File: config.mk
export PLATFORM = sky130hd
export DESIGN_NAME = serial_subtractor
export DESIGN_NICKNAME = d
export VERILOG_FILES = /design/src/rtl/sub_pkg.sv /design/src/rtl/digit_subtractor.sv /design/src/rtl/serial_subtractor.sv
export SDC_FILE = /design/constraint.sdc
export NUM_CORES = 1
export LEC_CHECK = 0
export CORE_MARGIN = 2
export CORE_UTILIZATION = 45
export DETAILED_ROUTE_END_ITERATION = 8
export GPL_ROUTABILITY_DRIVEN = 0
export PLACE_DENSITY = 0.69
export RECOVER_POWER = 25
export SYNTH_ARGS = -nofsm -noshare
export SYNTH_HDL_FRONTEND = slang
export SYNTH_SLANG_ARGS = --single-unit
File: constraint.sdc
create_clock -name clk -period 7.37 [get_ports clk]
set_clock_uncertainty 0.05 [all_clocks]
set_input_delay 1.474 -clock clk [delete_from_list [all_inputs] [get_ports clk]]
set_output_delay 1.474 -clock clk [all_outputs]
set_load 0.02 [all_outputs]
File: src/rtl/sub_pkg.sv
// Shared definitions for the serial subtractor: FSM state encoding and the
// counter width helper used to size the digit counter.
package sub_pkg;

  typedef enum logic [1:0] {
    ST_IDLE = 2'd0,
    ST_RUN  = 2'd1,
    ST_DONE = 2'd2
  } state_t;

  // Bits needed to count 0..n-1; never less than one so a counter always exists.
  function automatic int clog2(input int n);
    int v;
    int r;
    v = n - 32'sd1;
    r = 32'sd0;
    while (v > 32'sd0) begin
      r = r + 32'sd1;
      v = v >>> 1;
    end
    if (r < 32'sd1) begin
      r = 32'sd1;
    end else begin
      r = r;
    end
    return r;
  endfunction

endpackage

File: src/rtl/digit_subtractor.sv
// Combinational DIGIT-bit subtractor with borrow in and borrow out: the
// half/full subtractor widened to one digit of the serial datapath.
module digit_subtractor #(
  parameter int DIGIT = 4
) (
  input  logic [DIGIT-1:0] a,
  input  logic [DIGIT-1:0] b,
  input  logic             borrow_in,
  output logic [DIGIT-1:0] diff,
  output logic             borrow_out
);

  logic [DIGIT:0] full_s;

  // One extra bit captures the sign of the digit result, which is the borrow.
  always_comb begin
    full_s = {1'b0, a} - {1'b0, b} - {{DIGIT{1'b0}}, borrow_in};
  end

  assign diff       = full_s[DIGIT-1:0];
  assign borrow_out = full_s[DIGIT];

endmodule

File: src/rtl/serial_subtractor.sv
// Multi-cycle subtractor: diff = a - b - borrow_in, DIGIT bits per clock,
// least significant digit first, with valid/ready on intake and result.
module serial_subtractor
  import sub_pkg::*;
#(
  parameter int WIDTH = 16,
  parameter int DIGIT = 4
) (
  input  logic             clk,
  input  logic             rst_n,
  input  logic             in_valid,
  output logic             in_ready,
  input  logic [WIDTH-1:0] a,
  input  logic [WIDTH-1:0] b,
  input  logic             borrow_in,
  output logic             out_valid,
  input  logic             out_ready,
  output logic [WIDTH-1:0] diff,
  output logic             borrow_out,
  output logic             ovf,
  output logic             zero
);

  localparam int N     = WIDTH / DIGIT;
  localparam int CNT_W = clog2(N);
  localparam logic [CNT_W-1:0] CNT_LAST = CNT_W'(N - 1);

  state_t           state_r;
  state_t           state_next_s;
  logic [WIDTH-1:0] a_sh_r;
  logic [WIDTH-1:0] b_sh_r;
  logic             brw_r;
  logic [CNT_W-1:0] cnt_r;
  logic [WIDTH-1:0] diff_r;
  logic             a_msb_r;
  logic             b_msb_r;
  logic             borrow_out_r;
  logic             ovf_r;
  logic             zero_r;
  logic             in_ready_r;
  logic             out_valid_r;

  logic [DIGIT-1:0] d_s;
  logic             bout_s;
  logic [WIDTH-1:0] diff_next_s;
  logic             accept_s;
  logic             last_s;

  digit_subtractor #(
    .DIGIT(DIGIT)
  ) u_digit (
    .a         (a_sh_r[DIGIT-1:0]),
    .b         (b_sh_r[DIGIT-1:0]),
    .borrow_in (brw_r),
    .diff      (d_s),
    .borrow_out(bout_s)
  );

  // Decode handshake events and form the shifted result with the new digit on top.
  always_comb begin
    accept_s    = (state_r == ST_IDLE) && in_ready_r && in_valid;
    last_s      = (state_r == ST_RUN) && (cnt_r == CNT_LAST);
    diff_next_s = (diff_r >> DIGIT) | (WIDTH'(d_s) << (WIDTH - DIGIT));
  end

  // Next-state logic; in_ready gates acceptance so the first cycle after reset is quiet.
  always_comb begin
    state_next_s = state_r;
    case (state_r)
      ST_IDLE: begin
        if (accept_s) begin
          state_next_s = ST_RUN;
        end else begin
          state_next_s = ST_IDLE;
        end
      end
      ST_RUN: begin
        if (last_s) begin
          state_next_s = ST_DONE;
        end else begin
          state_next_s = ST_RUN;
        end
      end
      ST_DONE: begin
        if (out_ready) begin
          state_next_s = ST_IDLE;
        end else begin
          state_next_s = ST_DONE;
        end
      end
      default: begin
        state_next_s = ST_IDLE;
      end
    endcase
  end

  // State register.
  always_ff @(posedge clk or negedge rst_n) begin
    if (!rst_n) begin
      state_r <= ST_IDLE;
    end else begin
      state_r <= state_next_s;
    end
  end

  // Handshake flags are registered from the next state so they track it without decode glitches.
  always_ff @(posedge clk or negedge rst_n) begin
    if (!rst_n) begin
      in_ready_r  <= 1'b0;
      out_valid_r <= 1'b0;
    end else begin
      in_ready_r  <= (state_next_s == ST_IDLE);
      out_valid_r <= (state_next_s == ST_DONE);
    end
  end

  // Operand capture, digit-serial subtraction and final flag registration.
  always_ff @(posedge clk or negedge rst_n) begin
    if (!rst_n) begin
      a_sh_r       <= '0;
      b_sh_r       <= '0;
      brw_r        <= 1'b0;
      cnt_r        <= '0;
      diff_r       <= '0;
      a_msb_r      <= 1'b0;
      b_msb_r      <= 1'b0;
      borrow_out_r <= 1'b0;
      ovf_r        <= 1'b0;
      zero_r       <= 1'b0;
    end else begin
      case (state_r)
        ST_IDLE: begin
          if (accept_s) begin
            a_sh_r  <= a;
            b_sh_r  <= b;
            brw_r   <= borrow_in;
            cnt_r   <= '0;
            // Sign bits are kept aside because the operand registers shift away.
            a_msb_r <= a[WIDTH-1];
            b_msb_r <= b[WIDTH-1];
          end
        end
        ST_RUN: begin
          a_sh_r <= a_sh_r >> DIGIT;
          b_sh_r <= b_sh_r >> DIGIT;
          brw_r  <= bout_s;
          diff_r <= diff_next_s;
          cnt_r  <= cnt_r + CNT_W'(1);
          if (last_s) begin
            borrow_out_r <= bout_s;
            ovf_r        <= (a_msb_r != b_msb_r) && (diff_next_s[WIDTH-1] != a_msb_r);
            zero_r       <= ~|diff_next_s;
          end
        end
        default: begin
        end
      endcase
    end
  end

  assign in_ready   = in_ready_r;
  assign out_valid  = out_valid_r;
  assign diff       = diff_r;
  assign borrow_out = borrow_out_r;
  assign ovf        = ovf_r;
  assign zero       = zero_r;

endmodule

==> results by group, run 1 <==
Placement
  • I/O Buffers: 57
  • Placed cell areas: 3378 sq um
  • Post-DP HPWL: roughly 3.8 mm

Worst setup path
  • Req. time, crit path: between 7 and 8 ns
  • R2R cell count: 8
  • Crit path kind: in2async
  • CP max FO: 60
  • Critical path's slowest cell: clkbuf_1
  • WP buf/inv: 2
  • Crit end category: asynchronous set/reset pin
  • Cell Chain, Critical Path: buf_2 > clkbuf_1
  • Crit path to: b_sh_r[7]
  • Setup crit start: rst_n
  • Crit path depth: 2
  • Top delay family on crit path: buffers and inverters
  • Worst R2R Setup Slack: 4.70 ns
  • Worst endpoint data arrival time: about 3.8 ns
  • Worst path max stage delay: ~2.2 ns
  • Reg2reg start: a_sh_r[0]
  • R2r endpoint: zero
  • CP Launch Type: input port

Global routing
  • First-pass GRT wire length: a little over 9 mm
  • Largest net degree at the start of global routing: 61
  • Global route overflow: 0
  • Initial antenna violation count: 0
  • Vias in the first global route: 2016
  • Total Routing Usage GR: about 19%

Floorplanning
  • # rows: 28
  • Width of the die: approximately 83 um
  • Initial Util: between 40% and 50%
  • Die height: around 83 um
  • DIE AREA: slightly below 7000 sq um
  • Core ar.: between 5000 and 6000 sq um
  • IO Pins: between 50 and 60

Clocking
  • CTS tree: built
  • CTS resizes: 0
  • TritonCTS Buffers: 9
  • Root Buffer Master: clkbuf_8
  • Setup Fix Bufs, Post-CTS: 0
  • Clock Pin Slew Worst Setup and Hold Paths: about 0.060 ns
  • Hold-fix buffers, CTS: 0
  • Htree depth: 3
  • Worst-Skew Late Latency: around 0.33 ns
  • Clk buf depth: 2
  • Sink Count: 60

STA
  • Setup TNS: 0 ns
  • # setup viols final: 0
  • Crit share post-route: 56.38%
  • Least-Margin Pin Slew: 3.202 ns
  • RSZ-0062 raised after global routing: false
  • Period minus WS final: just over 4 ns
  • Slew headroom: -113.5%
  • Highest clock rate: roughly 0.24 GHz
  • Hold slack: 0.4236 ns
  • Slew Limit Fails: 61
  • Hold Vio Cnt, Final: 0

Worst hold path
  • HP Class: reg2reg
  • Min-delay src: diff[3]

Yosys
  • Mapped Avg Cell Area: 9.845 sq um
  • #FFs+latches synth: 60
  • Synth Net Count: 328
  • Synth Flop Type: dfrtp_1
  • Most numerous cell in the Yosys netlist: nand2_1
  • Top cells by count, synth: nand2_1 (83), dfrtp_1 (60), mux2i_1 (20), o21ai_1 (20), o21ai_0 (19)
  • Share of the yosys chip area belonging to registers: between 50% and 60%
  • Synth top area cells: dfrtp_1 (54%), nand2_1 (11%), mux2i_1 (7.2%)
  • Synth Cell Area: 2776 sq um
  • Cell accounting for the most synthesized area: dfrtp_1
  • Post-synth ARST share: between 90% and 100%
  • Synth cell types: 36
  • Yosys top cell area share: 54.08%
  • Post-synth EDFFs: 0
  • Mapped Cells: roughly 280
  • Yosys warns: 0

Status
  • Outcome: finished, violations left
  • Failing checks: capacitance limit, slew limit

Final layout
  • # nets final: 383
  • Fillers: between 500 and 600
  • Sequential cell area: 1501 sq um
  • Multi-input logic area: between 1000 and 1500 sq um
  • Final Cell Area: ~3600 sq um
  • P&R area growth vs syn: 28.84%
  • N_diodes: 0
  • Layout cell share with drive strength beyond 1: under 10%

Drt
  • WL per Instance: 13.20 um
  • Antenna-violating nets left: 0
  • Vias per inst: ~5
  • Routed wire length: 5.504 mm
  • Vias post-DR: between 2000 and 2500
  • Remaining DRCs: 0
  • DRC violation total after the first TritonRoute iteration: roughly 130
  • Drt pass-1 iters: 4

Pwr
  • Leak Pwr: 1.579 nW
  • Pwr/cell area: 441.7 nW/um^2
  • Maximum vdd drop: between 0.2 and 0.25 mV

Job
  • Max-Cap Viols: 1
==> area by class of cell <==
type,instances,area share (%)
Timing Repair Buffer,60,16.33
Clock buffer,12,4.337
Clock inverter,4,1.329
Inverter,8,0.8395
Sequential cell,60,41.97
Tap cell,75,2.623
Multi-Input combinational cell,198,32.56
==> flip-flops by register name, summed over array words and instances, names as in the netlist <==
name        cells
a_msb_r         1
a_sh_r         16
b_msb_r         1
b_sh_r         16
borrow_out      1
brw_r           1
cnt_r           2
diff           16
in_ready        1
out_valid       1
ovf             1
state_r         2
zero            1
==> tightest hold or removal path, delay by kind of cell, from the launching register on <==
kind | cells | cell delay (ns)
flip-flops | 1 | 0.34
AND/OR/NAND/NOR | 2 | 0.10
==> report_power, final <==
group,switching [mW],internal (mW)
Combinational,0.401,0.317
Clock,0.125,0.173
Sequential,0.0956,0.467
Total,0.622,0.958
==> layer usage <==
layer	routed length (um)	global-route usage, %
met1	2599	25.86
met3	270	4.783
met2	2522	26.85
met4	112	8.852
met5	0	0
==> placed cells by master, fill, tap and decap left out, types with 3 or more instances in the layout <==
master / n
nand2_1: 83
dfrtp_1: 60
clkdlybuf4s50_1: 55
mux2i_1: 20
o21ai_1: 20
o21ai_0: 19
clkbuf_8: 11
nor2_1: 10
inv_1: 8
ha_1: 7
a21oi_1: 6
nand2b_1: 3
==> worst min-delay path by stage <==
stage,endpoint,cells past startpoint
floorplan,a_sh_r[2],2
global placement,diff[0],2
detailed placement,diff[3],2
CTS,diff[3],2
global route,borrow_out,2
finish,diff[3],2
==> logic make-up after synthesis <==
| group | share of synthesized area (%) |
|---|---|
| buf+inv | 4.777 |
| xor+xnor | 0.9465 |
| simple gates | 17.04 |
| flops | 54.08 |
| compound gates | 10.55 |
| mux | 8.022 |
| fa+ha+maj | 4.597 |
==> stage by stage <==
stage	worst slack [ns]	instances	utilization (%)	total power, mW
global route	2.500	417	60.06	1.719
floorplan	4.859	282	-	1.070
finish	3.215	417	60.06	1.580
global placement	4.116	401	56.72	1.270
CTS	4.445	417	60.13	1.601
detailed placement	4.093	401	56.72	1.296
Power figures use the tool's default switching activity.
==> inputs of run 2 (changes only) <==
Settings changed: PLACE_DENSITY 0.69 to 0.72.
Clock period 7.37 ns to 3.3 ns, I/O delays scaled along.
==> run 2 against run 1 <==
  * The run still ends with capacitance limit, slew limit left
  * Flip-flop and latch count unchanged
  * Non-clock buffer count is 2 higher
  * Combinational power up 130%
  * Critical endpoint is now zero
  * Largest cell class unchanged
==> results by group, run 2 (synthesized netlist as in run 1, its figures left out) <==
Global routing
  • First-pass GRT wire length: between 9 and 10 mm
  • Met1 usage: 25.07%
  • GRT met2 Usage: between 20% and 30%
  • Global route overflow: 0
  • M3 GR Usage: 8.043%
  • Largest net degree at the start of global routing: 47
  • Vias in the first global route: 1990
  • GRT busiest layer: met2
  • Total Routing Usage GR: between 10% and 20%
  • Initial antenna violation count: 0

Placement
  • Placed cells: about 400
  • Post-DP HPWL: 4.024 mm
  • Placed cell areas: approximately 3400 sq um
  • Worst slack, placed: 0.6058 ns
  • I/O Buffers: 57

Floorplanning
  • Core ar.: between 5000 and 6000 sq um
  • Initial Util: about 47%
  • Width of the die: just over 80 um
  • # rows: 28
  • DIE AREA: between 6000 and 7000 sq um
  • IO Pins: between 50 and 60
  • Die height: 82.55 um

Pwr
  • Sw frac: between 30% and 40%
  • Sw Pwr: 1.417 mW
  • Power Internal: around 2.2 mW
  • Sequential Power Share: approximately a third
  • Maximum vdd drop: ~0.47 mV
  • Pwr/cell area: ~1000 nW/um^2
  • Combinational Power Share: a little under half
  • Leak Pwr: about 1.6 nW
  • Clk network pwr share: between 15 and 20%

Worst setup path
  • CP max FO: 2
  • CP Launch Type: flop
  • Worst endpoint data arrival time: between 2 and 3 ns
  • Crit path kind: reg2reg
  • Req. time, crit path: around 3.5 ns
  • Crit end category: flop

Final layout
  • Post-Layout Cell Count: ~420
  • P&R area growth vs syn: 31.05%
  • # nets final: between 300 and 400
  • Layout cell share with drive strength beyond 1: between 8 and 9%
  • Most frequent cells in the layout: nand2_1 (83), dfrtp_1 (60), clkdlybuf4s50_1 (56)
  • Final Cell Area: between 3000 and 4000 sq um
  • Commonest non-fill, non-tap cell in the layout: nand2_1
  • N_diodes: 0
  • Fillers: a little over 500

Clocking
  • Clk buf depth: 2
  • CTS resizes: 0
  • Clock Pin Slew Worst Setup and Hold Paths: approximately 0.07 ns
  • Setup Fix Bufs, Post-CTS: 0
  • Htree depth: 3
  • CTS tree: built
  • Worst-Skew Late Latency: 0.34 ns
  • Sink Count: 60
  • TritonCTS Buffers: 9
  • Root Buffer Master: clkbuf_8
  • Hold-fix buffers, CTS: 0

STA
  • Crit share post-route: between 80% and 90%
  • Setup TNS: 0 ns
  • Highest clock rate: 0.3694 GHz
  • Setup WS post-layout: 0.5928 ns
  • Slew headroom: -63.26%
  • Period minus WS final: roughly 2.7 ns
  • Hold Vio Cnt, Final: 0
  • # setup viols final: 0
  • Slew Limit Fails: between 40 and 50
  • Least-Margin Pin Slew: ~2.4 ns
  • RSZ-0062 raised after global routing: false

Drt
  • Drt pass-1 iters: 4
  • Remaining DRCs: 0
  • Vias per inst: 5.033
  • WL per Instance: approximately 14 um
  • Routed wire length: 5.719 mm
  • Antenna-violating nets left: 0
  • DRC violation total after the first TritonRoute iteration: 110
  • Vias post-DR: ~2100

Status
  • Failing checks: capacitance limit, slew limit
  • Outcome: finished, violations left

Job
  • Max-Cap Viols: 1

Worst hold path
  • HP Class: reg2reg
## run 2: layout make-up
class | instances | area, sq um | share of cell area, %
Timing Repair Buffer | 62 | 626.9 | 17.23
Clock buffer | 13 | 178.9 | 4.917
Tap cell | 75 | 93.84 | 2.579
Sequential cell | 60 | 1501 | 41.27
Multi-Input combinational cell | 198 | 1165 | 32.02
Clock inverter | 3 | 42.54 | 1.169
Inverter | 8 | 30.03 | 0.8253
## run 2: final timing paths
| check | from | to | slack [ns] | cells past startpoint |
|---|---|---|---|---|
| setup / recovery | a_sh_r[0] | zero | 0.59 | 8 |
| hold reg to reg | diff[2] | diff[2] | 0.42 | 2 |
| setup reg to reg | a_sh_r[0] | zero | 0.59 | 8 |
| hold / removal | diff[2] | diff[2] | 0.42 | 2 |
| min in group asynchronous | rst_n | diff[9] | 1.02 | 1 |
| max in group asynchronous | rst_n | cnt_r[0] | 0.79 | 1 |
## run 2: metal layers
metal / routed length [um] / vias to the layer above
li1: - / 1046
met5: 0 / -
met4: 76 / 0
met2: 2657 / 39
met1: 2698 / 1017
met3: 287 / 7
## run 2: stage by stage
stage / utilization [%] / power, mW / hold slack [ns]
floorplan: - / 2.390 / 0.3144
global placement: 57.39 / 2.866 / 0.4069
detailed placement: 57.39 / 2.943 / 0.4124
CTS: 61.11 / 3.670 / 0.4278
global route: 61.09 / 3.936 / 0.4673
finish: 61.09 / 3.637 / 0.4247
## run 2: power by group through the flow
| stage | Sequential (mW) | Combinational, mW | Clock (mW) |
|---|---|---|---|
| floorplan | 1.34 | 1.05 | 0 |
| global route | 1.30 | 1.87 | 0.768 |
| global placement | 1.25 | 1.61 | 0 |
| CTS | 1.25 | 1.69 | 0.728 |
| finish | 1.25 | 1.67 | 0.713 |
| detailed placement | 1.27 | 1.68 | 0 |
## run 2: critical path: stages (launching register included)
cell and delay [ns]:
dfrtp_1 0.40, fa_1 0.57, inv_1 0.05, ha_1 0.17, or2_2 0.28, fa_1 0.47, nor4b_1 0.31, nand3_1 0.12
o31ai_1 0.19
